`src/rtl/mdrs_pkg.sv`:
```
// Shared definitions for the multiply/divide reservation station (mult_div_issue_queue).
// Opcode storage is enabled by defining MDRS_OPCODE_EN.
package mdrs_pkg;

    localparam int MDRS_DATA_W = 32;
    localparam int MDRS_TAG_W  = 6;
    localparam int MDRS_OPC_W  = 3;

    // Encodings follow the RISC-V M-extension funct3 ordering
    localparam logic [2:0] OPC_MUL    = 3'd0;
    localparam logic [2:0] OPC_MULH   = 3'd1;
    localparam logic [2:0] OPC_MULHSU = 3'd2;
    localparam logic [2:0] OPC_MULHU  = 3'd3;
    localparam logic [2:0] OPC_DIV    = 3'd4;
    localparam logic [2:0] OPC_DIVU   = 3'd5;
    localparam logic [2:0] OPC_REM    = 3'd6;
    localparam logic [2:0] OPC_REMU   = 3'd7;

    // valid, rs1_val and rs2_val flags
    localparam int ENTRY_CTRL_W = 3;

    function automatic int entry_width(input int data_w, input int tag_w, input int opc_w);
        return ENTRY_CTRL_W + 2 * (data_w + tag_w) + tag_w + opc_w;
    endfunction

endpackage

```
`src/rtl/mdrs_entry.sv`:
```
// One reservation-station slot: load mux (dispatch / shift / hold) followed by CDB wakeup.
// Stores an opcode only when MDRS_OPCODE_EN is defined.
module mdrs_entry
    import mdrs_pkg::*;
#(
    parameter int DATA_W = MDRS_DATA_W,
    parameter int TAG_W  = MDRS_TAG_W
`ifdef MDRS_OPCODE_EN
    , parameter int OPC_W = MDRS_OPC_W
`endif
) (
    input  logic              clk,
    input  logic              reset,
    input  logic              flush,
    input  logic              load_dispatch,
    input  logic              load_shift,
    input  logic              disp_rs1_val,
    input  logic [TAG_W-1:0]  disp_rs1_tag,
    input  logic [DATA_W-1:0] disp_rs1_data,
    input  logic              disp_rs2_val,
    input  logic [TAG_W-1:0]  disp_rs2_tag,
    input  logic [DATA_W-1:0] disp_rs2_data,
    input  logic [TAG_W-1:0]  disp_rd_tag,
`ifdef MDRS_OPCODE_EN
    input  logic [OPC_W-1:0]  disp_opcode,
    input  logic [OPC_W-1:0]  shift_opcode,
    output logic [OPC_W-1:0]  opcode,
`endif
    input  logic              shift_valid,
    input  logic              shift_rs1_val,
    input  logic [TAG_W-1:0]  shift_rs1_tag,
    input  logic [DATA_W-1:0] shift_rs1_data,
    input  logic              shift_rs2_val,
    input  logic [TAG_W-1:0]  shift_rs2_tag,
    input  logic [DATA_W-1:0] shift_rs2_data,
    input  logic [TAG_W-1:0]  shift_rd_tag,
    input  logic              cdb_valid,
    input  logic [TAG_W-1:0]  cdb_tag,
    input  logic [DATA_W-1:0] cdb_data,
    output logic              valid,
    output logic              rs1_val,
    output logic [TAG_W-1:0]  rs1_tag,
    output logic [DATA_W-1:0] rs1_data,
    output logic              rs2_val,
    output logic [TAG_W-1:0]  rs2_tag,
    output logic [DATA_W-1:0] rs2_data,
    output logic [TAG_W-1:0]  rd_tag,
    output logic              ready
);

    logic              nxt_valid;
    logic              nxt_rs1_val;
    logic [TAG_W-1:0]  nxt_rs1_tag;
    logic [DATA_W-1:0] nxt_rs1_data;
    logic              nxt_rs2_val;
    logic [TAG_W-1:0]  nxt_rs2_tag;
    logic [DATA_W-1:0] nxt_rs2_data;
    logic [TAG_W-1:0]  nxt_rd_tag;
`ifdef MDRS_OPCODE_EN
    logic [OPC_W-1:0]  nxt_opcode;
`endif

    // Wakeup is applied after the source mux, so a dispatched or shifting entry
    // picks up a same-cycle CDB result just like a resident one.
    always_comb begin
        nxt_valid    = valid;
        nxt_rs1_val  = rs1_val;
        nxt_rs1_tag  = rs1_tag;
        nxt_rs1_data = rs1_data;
        nxt_rs2_val  = rs2_val;
        nxt_rs2_tag  = rs2_tag;
        nxt_rs2_data = rs2_data;
        nxt_rd_tag   = rd_tag;
`ifdef MDRS_OPCODE_EN
        nxt_opcode   = opcode;
`endif
        if (load_dispatch) begin
            nxt_valid    = 1'b1;
            nxt_rs1_val  = disp_rs1_val;
            nxt_rs1_tag  = disp_rs1_tag;
            nxt_rs1_data = disp_rs1_data;
            nxt_rs2_val  = disp_rs2_val;
            nxt_rs2_tag  = disp_rs2_tag;
            nxt_rs2_data = disp_rs2_data;
            nxt_rd_tag   = disp_rd_tag;
`ifdef MDRS_OPCODE_EN
            nxt_opcode   = disp_opcode;
`endif
        end else if (load_shift) begin
            nxt_valid    = shift_valid;
            nxt_rs1_val  = shift_rs1_val;
            nxt_rs1_tag  = shift_rs1_tag;
            nxt_rs1_data = shift_rs1_data;
            nxt_rs2_val  = shift_rs2_val;
            nxt_rs2_tag  = shift_rs2_tag;
            nxt_rs2_data = shift_rs2_data;
            nxt_rd_tag   = shift_rd_tag;
`ifdef MDRS_OPCODE_EN
            nxt_opcode   = shift_opcode;
`endif
        end
        if (cdb_valid && nxt_valid && !nxt_rs1_val && (nxt_rs1_tag == cdb_tag)) begin
            nxt_rs1_val  = 1'b1;
            nxt_rs1_data = cdb_data;
        end
        if (cdb_valid && nxt_valid && !nxt_rs2_val && (nxt_rs2_tag == cdb_tag)) begin
            nxt_rs2_val  = 1'b1;
            nxt_rs2_data = cdb_data;
        end
    end

    always_ff @(posedge clk or posedge reset) begin
        if (reset) begin
            valid    <= 1'b0;
            rs1_val  <= 1'b0;
            rs1_tag  <= '0;
            rs1_data <= '0;
            rs2_val  <= 1'b0;
            rs2_tag  <= '0;
            rs2_data <= '0;
            rd_tag   <= '0;
`ifdef MDRS_OPCODE_EN
            opcode   <= '0;
`endif
        end else if (flush) begin
            valid    <= 1'b0;
        end else begin
            valid    <= nxt_valid;
            rs1_val  <= nxt_rs1_val;
            rs1_tag  <= nxt_rs1_tag;
            rs1_data <= nxt_rs1_data;
            rs2_val  <= nxt_rs2_val;
            rs2_tag  <= nxt_rs2_tag;
            rs2_data <= nxt_rs2_data;
            rd_tag   <= nxt_rd_tag;
`ifdef MDRS_OPCODE_EN
            opcode   <= nxt_opcode;
`endif
        end
    end

    assign ready = valid && rs1_val && rs2_val;

endmodule

```
`src/rtl/mult_div_issue_queue.sv`:
```
// Collapsing, age-ordered mul/div reservation station feeding one non-pipelined unit.
// Define MDRS_OPCODE_EN to store and issue a per-entry opcode.
module mult_div_issue_queue
    import mdrs_pkg::*;
#(
    parameter int DEPTH  = 4,
    parameter int DATA_W = MDRS_DATA_W,
    parameter int TAG_W  = MDRS_TAG_W
`ifdef MDRS_OPCODE_EN
    , parameter int OPC_W = MDRS_OPC_W
`endif
) (
    input  logic                       clk,
    input  logic                       reset,
    input  logic                       flush,
    input  logic                       dispatch_enable,
    input  logic [DATA_W-1:0]          dispatch_rs1_data,
    input  logic [DATA_W-1:0]          dispatch_rs2_data,
    input  logic [TAG_W-1:0]           dispatch_rs1_tag,
    input  logic [TAG_W-1:0]           dispatch_rs2_tag,
    input  logic                       dispatch_rs1_data_val,
    input  logic                       dispatch_rs2_data_val,
    input  logic [TAG_W-1:0]           dispatch_rd_tag,
`ifdef MDRS_OPCODE_EN
    input  logic [OPC_W-1:0]           dispatch_opcode,
    output logic [OPC_W-1:0]           issueque_opcode,
`endif
    input  logic                       cdb_valid,
    input  logic [TAG_W-1:0]           cdb_tag,
    input  logic [DATA_W-1:0]          cdb_data,
    input  logic                       issueblk_done,
    output logic                       issueque_full,
    output logic [$clog2(DEPTH+1)-1:0] issueque_count,
    output logic                       issueque_ready,
    output logic [DATA_W-1:0]          issueque_rs1_data,
    output logic [DATA_W-1:0]          issueque_rs2_data,
    output logic [TAG_W-1:0]           issueque_rd_tag
);

    localparam int CNT_W = $clog2(DEPTH + 1);

    logic              e_valid    [DEPTH];
    logic              e_rs1_val  [DEPTH];
    logic [TAG_W-1:0]  e_rs1_tag  [DEPTH];
    logic [DATA_W-1:0] e_rs1_data [DEPTH];
    logic              e_rs2_val  [DEPTH];
    logic [TAG_W-1:0]  e_rs2_tag  [DEPTH];
    logic [DATA_W-1:0] e_rs2_data [DEPTH];
    logic [TAG_W-1:0]  e_rd_tag   [DEPTH];
`ifdef MDRS_OPCODE_EN
    logic [OPC_W-1:0]  e_opcode   [DEPTH];
    logic [OPC_W-1:0]  sel_opcode;
`endif
    logic [DEPTH-1:0]  e_ready;
    logic [DEPTH-1:0]  load_dispatch;
    logic [DEPTH-1:0]  load_shift;

    logic [CNT_W-1:0]  count;
    logic [CNT_W-1:0]  sel_idx;
    logic [CNT_W-1:0]  wr_idx;
    logic              has_cand;
    logic              fire;
    logic              accept;
    logic              busy;
    logic [DATA_W-1:0] sel_rs1_data;
    logic [DATA_W-1:0] sel_rs2_data;
    logic [TAG_W-1:0]  sel_rd_tag;

    for (genvar i = 0; i < DEPTH; i++) begin : g_entry
        logic              sh_valid;
        logic              sh_rs1_val;
        logic [TAG_W-1:0]  sh_rs1_tag;
        logic [DATA_W-1:0] sh_rs1_data;
        logic              sh_rs2_val;
        logic [TAG_W-1:0]  sh_rs2_tag;
        logic [DATA_W-1:0] sh_rs2_data;
        logic [TAG_W-1:0]  sh_rd_tag;
`ifdef MDRS_OPCODE_EN
        logic [OPC_W-1:0]  sh_opcode;
`endif
        if (i < DEPTH - 1) begin : g_above
            assign sh_valid    = e_valid[i+1];
            assign sh_rs1_val  = e_rs1_val[i+1];
            assign sh_rs1_tag  = e_rs1_tag[i+1];
            assign sh_rs1_data = e_rs1_data[i+1];
            assign sh_rs2_val  = e_rs2_val[i+1];
            assign sh_rs2_tag  = e_rs2_tag[i+1];
            assign sh_rs2_data = e_rs2_data[i+1];
            assign sh_rd_tag   = e_rd_tag[i+1];
`ifdef MDRS_OPCODE_EN
            assign sh_opcode   = e_opcode[i+1];
`endif
        end else begin : g_top
            assign sh_valid    = 1'b0;
            assign sh_rs1_val  = 1'b0;
            assign sh_rs1_tag  = '0;
            assign sh_rs1_data = '0;
            assign sh_rs2_val  = 1'b0;
            assign sh_rs2_tag  = '0;
            assign sh_rs2_data = '0;
            assign sh_rd_tag   = '0;
`ifdef MDRS_OPCODE_EN
            assign sh_opcode   = '0;
`endif
        end

        mdrs_entry #(
            .DATA_W (DATA_W),
            .TAG_W  (TAG_W)
`ifdef MDRS_OPCODE_EN
            , .OPC_W (OPC_W)
`endif
        ) u_entry (
            .clk            (clk),
            .reset          (reset),
            .flush          (flush),
            .load_dispatch  (load_dispatch[i]),
            .load_shift     (load_shift[i]),
            .disp_rs1_val   (dispatch_rs1_data_val),
            .disp_rs1_tag   (dispatch_rs1_tag),
            .disp_rs1_data  (dispatch_rs1_data),
            .disp_rs2_val   (dispatch_rs2_data_val),
            .disp_rs2_tag   (dispatch_rs2_tag),
            .disp_rs2_data  (dispatch_rs2_data),
            .disp_rd_tag    (dispatch_rd_tag),
`ifdef MDRS_OPCODE_EN
            .disp_opcode    (dispatch_opcode),
            .shift_opcode   (sh_opcode),
            .opcode         (e_opcode[i]),
`endif
            .shift_valid    (sh_valid),
            .shift_rs1_val  (sh_rs1_val),
            .shift_rs1_tag  (sh_rs1_tag),
            .shift_rs1_data (sh_rs1_data),
            .shift_rs2_val  (sh_rs2_val),
            .shift_rs2_tag  (sh_rs2_tag),
            .shift_rs2_data (sh_rs2_data),
            .shift_rd_tag   (sh_rd_tag),
            .cdb_valid      (cdb_valid),
            .cdb_tag        (cdb_tag),
            .cdb_data       (cdb_data),
            .valid          (e_valid[i]),
            .rs1_val        (e_rs1_val[i]),
            .rs1_tag        (e_rs1_tag[i]),
            .rs1_data       (e_rs1_data[i]),
            .rs2_val        (e_rs2_val[i]),
            .rs2_tag        (e_rs2_tag[i]),
            .rs2_data       (e_rs2_data[i]),
            .rd_tag         (e_rd_tag[i]),
            .ready          (e_ready[i])
        );
    end

    always_comb begin
        count = '0;
        for (int i = 0; i < DEPTH; i++) begin
            count = count + CNT_W'(e_valid[i]);
        end
    end

    // Scanning from the top down leaves the oldest ready entry as the winner
    always_comb begin
        has_cand     = 1'b0;
        sel_idx      = '0;
        sel_rs1_data = '0;
        sel_rs2_data = '0;
        sel_rd_tag   = '0;
`ifdef MDRS_OPCODE_EN
        sel_opcode   = '0;
`endif
        for (int i = DEPTH - 1; i >= 0; i--) begin
            if (e_ready[i]) begin
                has_cand     = 1'b1;
                sel_idx      = CNT_W'(i);
                sel_rs1_data = e_rs1_data[i];
                sel_rs2_data = e_rs2_data[i];
                sel_rd_tag   = e_rd_tag[i];
`ifdef MDRS_OPCODE_EN
                sel_opcode   = e_opcode[i];
`endif
            end
        end
    end

    assign issueque_full  = (count == CNT_W'(DEPTH));
    assign issueque_count = count;
    assign fire           = has_cand && (!busy || issueblk_done);
    assign accept         = dispatch_enable && !issueque_full;

    // When an issue collapses the queue, the new entry goes into the freed tail slot
    always_comb begin
        wr_idx = fire ? (count - CNT_W'(1)) : count;
        for (int i = 0; i < DEPTH; i++) begin
            load_shift[i]    = fire && (CNT_W'(i) >= sel_idx);
            load_dispatch[i] = accept && (CNT_W'(i) == wr_idx);
        end
    end

    always_ff @(posedge clk or posedge reset) begin
        if (reset) begin
            busy              <= 1'b0;
            issueque_ready    <= 1'b0;
            issueque_rs1_data <= '0;
            issueque_rs2_data <= '0;
            issueque_rd_tag   <= '0;
`ifdef MDRS_OPCODE_EN
            issueque_opcode   <= '0;
`endif
        end else if (flush) begin
            busy              <= 1'b0;
            issueque_ready    <= 1'b0;
        end else begin
            issueque_ready <= fire;
            if (fire) begin
                busy              <= 1'b1;
                issueque_rs1_data <= sel_rs1_data;
                issueque_rs2_data <= sel_rs2_data;
                issueque_rd_tag   <= sel_rd_tag;
`ifdef MDRS_OPCODE_EN
                issueque_opcode   <= sel_opcode;
`endif
            end else if (issueblk_done) begin
                busy <= 1'b0;
            end
        end
    end

endmodule

```
`config.mk`:
```
export PLATFORM = sky130hd
export DESIGN_NAME = mult_div_issue_queue
export DESIGN_NICKNAME = d
export VERILOG_FILES = /design/src/rtl/mdrs_pkg.sv /design/src/rtl/mdrs_entry.sv /design/src/rtl/mult_div_issue_queue.sv
export SDC_FILE = /design/constraint.sdc
export NUM_CORES = 1
export LEC_CHECK = 0
export ABC_AREA = 1
export BUFFER_PORTS_ARGS = -buffer_cell sky130_fd_sc_hd__buf_2
export CAP_MARGIN = 20
export CORE_MARGIN = 2
export CORE_UTILIZATION = 45
export DETAILED_ROUTE_END_ITERATION = 7
export SLEW_MARGIN = 20
export SYNTH_ARGS = -nofsm -noshare
export SYNTH_HDL_FRONTEND = slang
export SYNTH_HIERARCHICAL = 1
export SYNTH_SLANG_ARGS = --single-unit
```
`constraint.sdc`:
```
create_clock -name clk -period 4 [get_ports clk]
set_clock_uncertainty 0.1 [all_clocks]
set_input_delay 0.6 -clock clk [delete_from_list [all_inputs] [get_ports clk]]
set_output_delay 0.6 -clock clk [all_outputs]
set_load 0.005 [all_outputs]
```
# Yosys cells after proc, flatten, opt, wreduce, memory -nomap -nowiden
# Cells that the tools add are included.
word_totals:
  reg_bits: 412
  latchBits: 0
  ramBits: 0
  rom_bits: 0
  input_bits: 128
  out_inout_bits: 75
  word_cells: 242
  mem_count: 0
op_classes:
  addsub: 4
  mul: 0
  n_div: 0
  n_lt_le_gt_ge: 4
  n_eq_ne: 12
  shifts: 0
  muxes: 108
  n_bitwise: 1
  n_reduce_logical: 76
ops:
  columns: ["op", "n"]
  rows:
  - ["$mux 32", 31]
  - ["$mux 6", 28]
  - ["$eq 6x6->1", 8]
  - ["$mux 1", 44]
  - ["$logic_and 1x1->1", 38]
  - ["$reduce_bool 3->1", 9]
  - ["$reduce_and 2->1", 13]
  - ["$mux 3", 4]
  - ["$logic_not 1->1", 10]
  - ["$reduce_bool 2->1", 4]
  - ["$eq 2x3->1 const A", 2]
  - ["$ge 1x3->1 const A", 2]
  - ["$ge 2x3->1 const A", 2]
  - ["$add 2x1->3", 1]
  - ["$add 3x1->3", 1]
  - ["$eq 1x3->1 const A", 1]
  - ["$eq 3x3->1 const B", 1]
  - ["$logic_not 3->1", 1]
  - ["$sub 3x1->3 const B", 1]
  - ["$add 1x1->2", 1]
  - ["$mux 2", 1]
  - ["$logic_or 1x1->1", 1]
  - ["$not 1->1", 1]

# Logic depth before layout (Yosys ltp)
# Gate-level depths: netlist of run 1.
depth:
  word_depth: 16
  mapped_depth: 25
  ltp_nobuf: 23

# Cells and area by module
# The synthesis of run 1 kept the hierarchy.
by_module_without_submodules:
  columns: ["mod", "instances", "cells_each", "area_each_um2", "seq_area_each_um2"]
  rows:
  - ["mdrs_entry", 4, 942, 5905.7, 2127.0]
  - ["mult_div_issue_queue", 1, 683, 4899.7, 1801.7]

# Worst setup path before layout of run 1
# Ideal clock, no wire load.
synth_path:
  path_type: "register to register"
  startpoint: "reg g_entry[0].u_entry.valid"
  endpoint: "reg g_entry[1].u_entry.rs1_data[10]"
  setup_time_ns: 0.117
  arrival_time_ns: 3.416
  required_ns: 3.783
  setup_slack_ns: 0.367
  stages_incl_launch_ff: 23
  n_path_buf: 2
  synth_period_minus_slack_ns: 3.633
  cell_sequence: "dfrtp_1 -> inv_1 -> fa_1 -> inv_1 -> ha_1 -> ha_1 -> nor2_1 -> nand4_1 -> nand2_1 -> nand2_1 -> nor2_1 -> inv_2 -> buf_2 -> or2_1 -> nand3_1 -> nand3_2 -> nor2_4 -> nand3_2 -> buf_2 -> nand2_1 -> nand2_1 -> nand2_1 -> nand2_1"
synth_via:
  elab_chain_len: 13
  elab_cells_between_ends: 32
  cone_classes: "4 x add/sub; 1 x order compare; 3 x eq/ne; 11 x mux; 13 x reduce/logical"
synth_lines:
  columns: ["item", "line_no", "rtl"]
  rows:
  - ["from (decl)", "mdrs_entry.sv:40", "output logic valid,"]
  - ["from (signal assigned)", "mdrs_entry.sv:128", "valid <= nxt_valid;"]
  - ["$add 1x1->2 (*)", "mult_div_issue_queue.sv:157", "count = count + CNT_W'(e_valid[i]);"]
  - ["$add 2x1->3 (*)", "mult_div_issue_queue.sv:157", null]
  - ["$add 3x1->3 (*)", "mult_div_issue_queue.sv:157", null]
  - ["named net issueque_count[1]", "mult_div_issue_queue.sv:33", "output logic [$clog2(DEPTH+1)-1:0] issueque_count,"]
  - ["$sub 3x1->3 or $eq 3x3->1 (tied branches)", "mult_div_issue_queue.sv:192, mult_div_issue_queue.sv:185", null]
  - ["$mux 3 or $logic_not 1->1 (tied branches)", "mult_div_issue_queue.sv:192, mult_div_issue_queue.sv:188", null]
  - ["$eq 1x3->1 or $logic_and 1x1->1 (tied branches)", "mult_div_issue_queue.sv:195, mult_div_issue_queue.sv:188", null]
  - ["$logic_and 1x1->1 (*)", "mult_div_issue_queue.sv:195", "load_dispatch[i] = accept && (CNT_W'(i) == wr_idx);"]
  - ["named net load_dispatch[1]", "mult_div_issue_queue.sv:55", "logic [DEPTH-1:0] load_dispatch;"]
  - ["branches (longest 6 deep; another with $mux 6)", null, null]
  - ["to (signal assigned)", "mdrs_entry.sv:131", "rs1_data <= nxt_rs1_data;"]
  - ["to (decl)", "mdrs_entry.sv:43", "output logic [DATA_W-1:0] rs1_data,"]
# Mark *: on every way through the listed nets, which the timed path passes.
# A chain may end at the register's enable or synchronous reset.

# Worst setup path in the final report of run 1
layout_path:
  startpoint: "reg g_entry[0].u_entry.valid"
  endpoint: "reg g_entry[1].u_entry.rs1_data[26]"
layout_via:
  elab_chain_len: 13
  elab_cells_between_ends: 32
  cone_classes: "4 x add/sub; 1 x order compare; 3 x eq/ne; 11 x mux; 13 x reduce/logical"
layout_lines:
  columns: ["item", "line_no", "rtl"]
  rows:
  - ["$add 1x1->2 or $logic_and 1x1->1 (tied branches)", "mult_div_issue_queue.sv:157, mdrs_entry.sv:142", null]
  - ["$add 2x1->3 or $logic_and 1x1->1 (tied branches)", "mult_div_issue_queue.sv:157, mdrs_entry.sv:142", null]
  - ["$add 3x1->3 or $mux 1 (tied branches)", "mult_div_issue_queue.sv:157, mult_div_issue_queue.sv:172", null]
  - ["$sub 3x1->3, or another cell as far along", "mult_div_issue_queue.sv:192", "wr_idx = fire ? (count - CNT_W'(1)) : count;"]
  - ["$mux 3 or $logic_not 1->1 (tied branches)", "mult_div_issue_queue.sv:192, mult_div_issue_queue.sv:188", null]
  - ["$eq 1x3->1 or $logic_and 1x1->1 (tied branches)", "mult_div_issue_queue.sv:195, mult_div_issue_queue.sv:188", null]
  - ["$logic_and 1x1->1 (*)", "mult_div_issue_queue.sv:195", null]
  - ["named net load_dispatch[1]", "mult_div_issue_queue.sv:55", null]
  - ["branches (longest 6 deep; another with $mux 6)", null, null]
# Marks and branches as above.

==> results of run 1 <==
==> per-stage QoR <==
step	instance area (um^2)	utilization	setup slack, ps	instances	TNS (ps)
5_1_grt	33300	0.531	-93.3	5528	-3920
3_5_place_dp	31100	0.496	-35.2	5415	-596
2_1_floorplan	28900	-	367	4539	0
3_3_place_gp	31100	0.496	-0.0311	5415	-0.0311
6_report	33400	0.531	106	5530	0
4_1_cts	32900	0.524	0.755	5505	0
==> registers in the layout (all words and copies together), names as in the netlist <==
register	flops
issueque_rd_tag	6
issueque_rs2_data	32
g_entry.u_entry/rs1_val	4
issueque_rs1_data	32
g_entry.u_entry/rs1_data	128
g_entry.u_entry/rs2_tag	24
g_entry.u_entry/valid	4
g_entry.u_entry/rs2_data	128
g_entry.u_entry/rs2_val	4
g_entry.u_entry/rd_tag	24
busy	1
issueque_ready	1
g_entry.u_entry/rs1_tag	24
==> final cells by class <==
| type | instances | share of cell area |
|---|---|---|
| multi-input cells | 3695 | 0.499 |
| flip-flops and latches | 412 | 0.309 |
| repair buffers | 376 | 0.0926 |
| clock buffers | 74 | 0.0453 |
| well taps | 846 | 0.0317 |
| inverters | 101 | 0.0126 |
| clock inverters | 16 | 0.00807 |
| repair inverters | 2 | 0.000750 |
| diodes | 8 | 0.000600 |
==> cells in the final DEF, fill, tap and decap left out, types with 36 or more instances in the layout <==
cell type	n
buf_2	201
o21ai_1	67
o21ai_0	49
nand4_1	258
buf_12	52
buf_4	105
clkbuf_16	53
or2_1	36
nand3b_1	71
nand3_1	492
o22ai_1	70
conb_1	89
nor2_1	59
a31oi_1	40
dfrtp_1	412
nand2_1	2354
inv_1	76
==> path summary, 6_finish.rpt <==
check,from,to,slack (ps)
worst min register to register,issueque_rs2_data[16],issueque_rs2_data[16],380
worst max register to register,g_entry[0].u_entry/valid,g_entry[1].u_entry/rs1_data[26],110
min in group clk,dispatch_rd_tag[2],g_entry[0].u_entry/rd_tag[2],200
worst max-delay path,g_entry[0].u_entry/valid,g_entry[1].u_entry/rs1_data[26],110
worst min-delay path,reset,g_entry[2].u_entry/rd_tag[3],40
max in group asynchronous,reset,g_entry[1].u_entry/valid,2760
==> repair_timing <==
| item | CTS | global route |
|---|---|---|
| setup endpoints to repair | 36 | 263 |
| resized for setup | 5 | 48 |
| setup buffers | 0 | 11 |
| cloned | 0 | 6 |
| pin swaps | 0 | 14 |
==> power groups by stage <==
stage / clock, W / sequential, W / combinational (W)
6_report: 0.00501 / 0.00717 / 0.0203
4_1_cts: 0.00506 / 0.00715 / 0.0192
3_3_place_gp: 0 / 0.00721 / 0.0189
3_5_place_dp: 0 / 0.00721 / 0.0191
2_1_floorplan: 0 / 0.00691 / 0.0130
5_1_grt: 0.00524 / 0.00741 / 0.0222
==> per-layer routing <==
layer  wire length (um)  part of all wire
met3              13500              0.11
met5                 65           0.00053
met1              50900              0.42
met2              52200              0.43
met4               5650             0.046
==> cells by family (layout without fill, tap and decap cells) <==
group,after synthesis,after routing,share of synthesized area
AOI/OAI and AO/OA,235,235,0.0468
adders and majority gates,4,4,0.00202
buffers and inverters,432,569,0.0720
DFF,412,412,0.361
other,1,97,0.000131
and+or+nand+nor,3367,3367,0.518
==> impl_summary.log, run 1 <==
INFO  metric clockRootBuffer = clkbuf_16
INFO  metric synth_edf_count = 0
INFO  metric ir_drop = ~0.00078 V
INFO  metric synth.top_cells.by_area = dfrtp_1 (36%), nand2_1 (31%), nand3_1 (8.7%), nand4_1 (5.7%), buf_2 (2.7%)
INFO  metric number_of_vias_after_detailed_routing = about 32000
INFO  metric synth_ff_type = dfrtp_1
INFO  metric postSynth.asyncResetShare = 1.00
INFO  metric register_area = a little over 10000 um^2
INFO  metric timing.hold.worst.class = input pin to async pin
INFO  metric grt_max_degree = ~70
INFO  metric finalMaxSlewViolations = 0
INFO  metric worst-slew-pin-transition = approximately 1200 ps
INFO  metric unrepaired_setup_endpoints_after_global_routing = yes
INFO  metric tritoncts = done
INFO  metric final_layout_size_suffix_gt1_frac = 0.123
INFO  metric family_of_cells_with_the_greatest_summed_delay_on_the_critical_path = simple AND/OR/NAND/NOR gates
INFO  metric startpoint_type = flip-flop
INFO  metric placement.io_buffers = roughly 200
INFO  metric insertion_delay = 610 ps
INFO  metric postSynthRegisterBits = slightly above 400
INFO  metric power_frac_clock = 0.154
INFO  metric numCtsBuffers = 50
INFO  metric drt-vias-per-instance = around 5.7
INFO  metric power.density_cell_area = 975 nW/um^2
INFO  metric synth_warnings = 6
INFO  metric clock.fmax = 257 MHz
INFO  metric netSwitchingFraction = 0.521
INFO  metric synthDistinctLibCells = 36
INFO  metric combinationalPowerShare = 0.625
INFO  metric synth.yosys.seq_area_share = 0.361
INFO  metric number_of_setup_violations_in_the_final_report = 0
INFO  metric cts.sink_count = 412
INFO  metric synth_top_cell_by_area = dfrtp_1
INFO  metric grt_overflow = 0
INFO  metric initial_utilization = 0.454
INFO  metric synthesis.instances = 4451
INFO  metric die_width = between 200 and 300 um
INFO  metric detailed_place_hpwl = around 80000 um
INFO  metric fill_cells = ~6500
INFO  metric grt_util_all_layers = 0.365
INFO  metric critical_path.endpoint_type = flip-flop
INFO  metric power_frac_seq = 0.221
INFO  metric multiInputGateArea = around 17000 um^2
INFO  metric worst-path-max-fanout = 32
INFO  metric critical_path_arrival = around 4300 ps
INFO  metric wl_per_cell = 22.1 um
INFO  metric worstSetupPathType = flip-flop to flip-flop
INFO  metric vias_in_the_first_global_route = 29600
INFO  metric gp_congestion = about 0.92
INFO  metric internal_power = 0.0156 W
INFO  metric yosysMostFrequentCell = nand2_1
INFO  metric ctsHoldBuffers = 0
INFO  metric number_of_max_cap_violations = 0
INFO  metric post_synth_instance_area = 28500 um^2
INFO  metric drt-pass1-iter-count = 6
INFO  metric ios = just over 200
INFO  metric grt_busiest_layer = met2
INFO  metric drt_iter0_drc = approximately 3600
INFO  metric worst_setup_hold_path_clk_slew = around 60 ps
INFO  metric drtAntennaViolNets = 0
INFO  metric max-clock-path-buffers = 3
INFO  metric post_synth_most_frequent_cells = nand2_1 (2360), nand3_1 (497), dfrtp_1 (412)
INFO  metric globalRouteMet2Util = 0.546
INFO  metric die_area = about 65000 um^2
INFO  metric synth.top_cell.area_share = 0.361
INFO  metric static-leakage-power = ~18 nW
INFO  metric crit_slowest_cell = fa_1
INFO  metric drc = 0
INFO  metric worst-endpoint-required = around 4400 ps
INFO  metric worstSetupPathDepth = 19
INFO  metric antenna_found_initial = 14
INFO  metric cpPeakStageDelay = approximately 540 ps
INFO  metric timing.hold.ws = between 40 and 50 ps
INFO  metric nNetsFinal = ~4800
INFO  metric core.rowCount = 92
INFO  metric drt_wl_total = 122000 um
INFO  metric syn-mean-instance-area = around 6.4 um^2
INFO  metric core-area = around 63000 um^2
INFO  metric r2r_cells = 19
INFO  metric slew_headroom = 0.217
INFO  metric ctsHtreeMaxLevel = 2
INFO  metric grt_use_met1 = 0.510
INFO  metric totalPowerFinal = between 0.03 and 0.04 W
INFO  metric status = complete, no violations
INFO  metric grt_util_met3 = 0.0713
INFO  metric die-height = roughly 260 um
INFO  metric fin_crit_sh = 0.973
INFO  metric grt_first_pass_wirelength = 185000 um
INFO  metric crit_path_cell_trace = inv_1, fa_1, inv_1, ha_2, ha_4, nor3_2, nor2_1, nand2_1, nor2_4, buf_8, nand2_1, nand3_1, nand3_1, nor2_4, nand4_4, nand2_2, buf_12, nand2_1, nand2_1
INFO  metric area.growth.synth_to_final = 16.9%
INFO  metric hold_violations = 0
INFO  metric critical_path.most_common_cell = nand2_1
INFO  metric power_spent_charging_and_discharging_nets = 0.0169 W
INFO  metric finalCriticalPeriod = just under 4000 ps
INFO  metric path_buf_inv = 4
No activity file was read; power rests on OpenSTA's default activity.
==> inputs of run 2 (changes only) <==
SYNTH_HIERARCHICAL = not set   (was 1)
==> impl_summary.log, run 2 <==
INFO  metric core-area = 58900 um^2 (was 62900 um^2)
INFO  metric crit_slowest_cell = fa_1 (unchanged)
INFO  metric fin_crit_sh = 0.961 (was 0.973)
INFO  metric grt_max_degree = 142 (was 72)
INFO  metric placement_cell_area = 29000 um^2 (was 31100 um^2)
INFO  metric worst_setup_hold_path_clk_slew = 60 ps (about the same)
INFO  metric max-clock-path-buffers = 3 (unchanged)
INFO  metric finalMaxSlewViolations = 0 (unchanged)
INFO  metric wl_per_cell = 22.2 um (was 22.1 um)
INFO  metric drc = 0 (unchanged)
INFO  metric status = complete, no violations (unchanged)
INFO  metric grt_util_all_layers = 0.351 (was 0.365)
INFO  metric timing.hold.worst.class = input pin to async pin (unchanged)
INFO  metric unrepaired_setup_endpoints_after_global_routing = no (was yes)
INFO  metric power.density_cell_area = 866 nW/um^2 (was 975 nW/um^2)
INFO  metric critical_path.most_common_cell = nand2_1 (unchanged)
INFO  metric reg.largest.list = g_entry.u_entry.rs1_data x128, g_entry.u_entry.rs2_data x128 (was g_entry.u_entry/rs1_data x128, g_entry.u_entry/rs2_data x128)
INFO  metric number_of_max_cap_violations = 0 (unchanged)
INFO  metric hold_violations = 0 (unchanged)
INFO  metric synth_top_cell_by_area = dfrtp_1 (unchanged)
INFO  metric placement.io_buffers = 202 (unchanged)
INFO  metric worstSetupPathType = flip-flop to flip-flop (unchanged)
INFO  metric synth.top_cell.area_share = 0.386 (was 0.361)
INFO  metric tritoncts = done (unchanged)
INFO  metric synth_warnings = 0 (was 6)
INFO  metric register_area = 10300 um^2 (unchanged)
INFO  metric area.growth.synth_to_final = 17.0% (was 16.9%)
INFO  metric synth_ff_type = dfrtp_1 (unchanged)
INFO  metric worstReg2RegEnd = g_entry[3].u_entry.rs2_data[11] (was g_entry[1].u_entry/rs1_data[26])
INFO  metric design_area = 31300 um^2 (was 33400 um^2)
INFO  metric syn-mean-instance-area = 6.64 um^2 (was 6.41 um^2)
INFO  metric layout_common_cells = nand2_1 (1583), nand3_1 (521), o21ai_0 (426) (was nand2_1 (2354), nand3_1 (492), dfrtp_1 (412))
INFO  metric synth.yosys.seq_area_share = 0.386 (was 0.361)
INFO  metric die_width = 248 um (was 256 um)
INFO  metric die_area = 61300 um^2 (was 65400 um^2)
INFO  metric startpoint_type = flip-flop (unchanged)
INFO  metric amount_of_wire_on_met2_after_detailed_routing = 48900 um (was 52200 um)
INFO  metric yosysMostFrequentCell = nand2_1 (unchanged)
INFO  metric clock.fmax = 260 MHz (was 257 MHz)
INFO  metric slew_headroom = 0.236 (was 0.217)
INFO  metric worst-path-max-fanout = 22 (was 32)
INFO  metric reg2reg_slack = 160 ps (was 110 ps)
INFO  metric ios = 203 (unchanged)
INFO  metric synthDistinctLibCells = 42 (was 36)
INFO  metric drt_wl_total = 109000 um (was 122000 um)
INFO  metric post_synth_most_frequent_cells = nand2_1 (1592), nand3_1 (525), o21ai_0 (426) (was nand2_1 (2360), nand3_1 (497), dfrtp_1 (412))
INFO  metric number_of_setup_violations_in_the_final_report = 0 (unchanged)
INFO  metric multiInputGateArea = 14400 um^2 (was 16600 um^2)
INFO  metric worst-slew-pin-transition = 1150 ps (was 1170 ps)
INFO  metric count_of_non_filler_cells_in_the_finished_layout = 4938 (was 5530)
INFO  metric ctsHoldBuffers = 0 (unchanged)
INFO  metric vias_in_the_first_global_route = 26900 (was 29600)
INFO  metric synthesis.instances = 4024 (was 4451)
INFO  metric grt_first_pass_wirelength = 166000 um (was 185000 um)
INFO  metric initial_utilization = 0.453 (was 0.454)
INFO  metric clockRootBuffer = clkbuf_16 (unchanged)
INFO  metric r2r_cells = 20 (was 19)
INFO  metric critical_path_arrival = 4290 ps (was 4330 ps)
INFO  metric timing.hold.ws = 56.5 ps (was 40.4 ps)
INFO  metric finalCriticalPeriod = 3840 ps (was 3890 ps)
INFO  metric drt-pass1-iter-count = 6 (unchanged)
INFO  metric timing.rr.start = g_entry[3].u_entry.valid (was g_entry[0].u_entry/valid)
INFO  metric post_synth_instance_area = 26700 um^2 (was 28500 um^2)
INFO  metric drtAntennaViolNets = 0 (unchanged)
INFO  metric syn-num-nets = between 4000 and 5000
INFO  metric final_layout_size_suffix_gt1_frac = 0.134 (was 0.123)
INFO  metric grt_overflow = 0 (unchanged)
INFO  metric die-height = 248 um (was 256 um)
INFO  metric met3RoutedLength = 10700 um (was 13500 um)
INFO  metric worst-endpoint-required = 4440 ps (about the same)
INFO  metric detailed_place_hpwl = 69200 um (was 78400 um)
INFO  metric numCtsBuffers = 50 (unchanged)
INFO  metric ir_drop = 0.000620 V (was 0.000781 V)
INFO  metric static-leakage-power = 16.5 nW (was 18.2 nW)
INFO  metric number_of_vias_after_detailed_routing = 29000 (was 31700)
INFO  metric antenna_found_initial = 9 (was 14)
INFO  metric nNetsFinal = 4247 (was 4770)
INFO  metric synth_edf_count = 0 (unchanged)
INFO  metric core.rowCount = 89 (was 92)
INFO  metric cpPeakStageDelay = 500 ps (was 540 ps)
INFO  metric postSynth.asyncResetShare = 1.00 (unchanged)
INFO  metric gp_congestion = 0.935 (was 0.916)
INFO  metric drt-vias-per-instance = 5.87 (was 5.74)
INFO  metric drt_iter0_drc = 3181 (was 3573)
INFO  metric crit_path_cell_trace = inv_2, fa_1, inv_1, ha_2, ha_4, buf_4, inv_2, o41ai_4, inv_1, buf_4, nand2_1, nand3_1, nand2_1, nand3_1, nor2_1, nand3_2, nand2_2, buf_12, nand2_1, nand2_1 (was inv_1, fa_1, inv_1, ha_2, ha_4, nor3_2, nor2_1, nand2_1, nor2_4, buf_8, nand2_1, nand3_1, nand3_1, nor2_4, nand4_4, nand2_2, buf_12, nand2_1, nand2_1)
INFO  metric insertion_delay = 610 ps (about the same)
INFO  metric mostFrequentLayoutCell = nand2_1 (unchanged)
INFO  metric critical_path.endpoint_type = flip-flop (unchanged)
INFO  metric wl_met1 = 45200 um (was 50900 um)
INFO  metric postSynthRegisterBits = 412 (unchanged)
INFO  metric ctsHtreeMaxLevel = 2 (unchanged)
INFO  metric highest_layer = met4 (was met5)
INFO  metric fill_cells = 5905 (was 6457)
INFO  metric cts.sink_count = 412 (unchanged)
INFO  metric synth.top_cells.by_area = dfrtp_1 (39%), nand2_1 (22%), nand3_1 (9.8%), o21ai_0 (8.0%), nor2_1 (2.6%) (was dfrtp_1 (36%), nand2_1 (31%), nand3_1 (8.7%), nand4_1 (5.7%), buf_2 (2.7%))
INFO  metric cell_total_after_placement = 4814 (was 5415)
-- run 2: changes by cell type in the layout (fill, tap and decap cells not counted), sizes merged, moves of 68 or more --
cell    change
inv        +68
o211ai     +91
a221oi     +70
o21ai     +333
nor2      +111
conb       -89
nand4     -184
nand3b     -69
nand2     -771
-- run 2: critical path: cells and delay by family, from the launching register on --
| family | cells | cell delay [ps] |
|---|---|---|
| flops | 1 | 390 |
| buf+inv | 7 | 830 |
| compound gates | 1 | 410 |
| fa+ha+maj | 3 | 950 |
| simple gates | 9 | 1050 |
-- run 2: final cells by class --
class,count,share of cell area
multi-input combinational,3097,0.459
sequential,412,0.330
timing repair buffer,385,0.101
clock buffer,67,0.0469
tap,773,0.0309
inverter,170,0.0207
clock inverter,25,0.0109
antenna,9,0.000721
-- run 2: worst max-delay path by stage --
stage	from	end	slack [ps]
6_report	g_entry[3].u_entry.valid	g_entry[3].u_entry.rs2_data[11]	160
5_1_grt	g_entry[3].u_entry.valid	g_entry[2].u_entry.rs2_data[14]	10
4_1_cts	g_entry[3].u_entry.valid	g_entry[2].u_entry.rs2_data[14]	30
3_5_place_dp	g_entry[3].u_entry.valid	g_entry[3].u_entry.rs2_data[6]	6
3_3_place_gp	g_entry[1].u_entry.valid	g_entry[3].u_entry.rs2_data[31]	60
2_1_floorplan	reset	busy	-2250
-- run 2: cells by family (layout without fill, tap and decap cells) --
kind of cell | after synthesis | count (layout) | synth area share
AO/OA/AOI/OAI | 659 | 659 | 0.145
XOR/XNOR | 3 | 3 | 0.000984
adder cells (fa/ha/maj) | 3 | 3 | 0.00169
buffers and inverters | 517 | 647 | 0.0842
flip-flops | 412 | 412 | 0.386
multiplexers | 4 | 4 | 0.00150
other | 0 | 9 | 0
AND/OR/NAND/NOR | 2426 | 2428 | 0.380
-- run 2: report_power, final --
| group | internal, W | switching (W) |
|---|---|---|
| logic | 0.00502 | 0.0100 |
| clock network | 0.00308 | 0.00198 |
| registers | 0.00584 | 0.00114 |
| total | 0.0139 | 0.0131 |
-- run 2: stage by stage --
stage / total power [W] / utilization / TNS (ps) / setup WS [ps]
after floorplan: 0.0161 / - / -928490 / -2250
after global placement: 0.0210 / 0.492 / 0 / 64.5
after detailed placement: 0.0210 / 0.492 / 0 / 6.21
after CTS: 0.0262 / 0.523 / 0 / 27.6
after global routing: 0.0290 / 0.530 / 0 / 10.6
final: 0.0271 / 0.531 / 0 / 157
-- run 2: routing by layer --
metal / global-route usage / vias up
li1: - / 13500
met1: 0.481 / 13600
met2: 0.545 / 1568
met3: 0.0635 / 316
met4: 0.148 / 0
met5: 0 / -
-- run 2: repair_timing --
item / 4_1_cts / 5_1_grt
setup buffers: 0 / 17
pin swaps: 0 / 15
endpoints found under the setup margin: 3 / 260
resized for setup: 1 / 39
cloned: 0 / 7
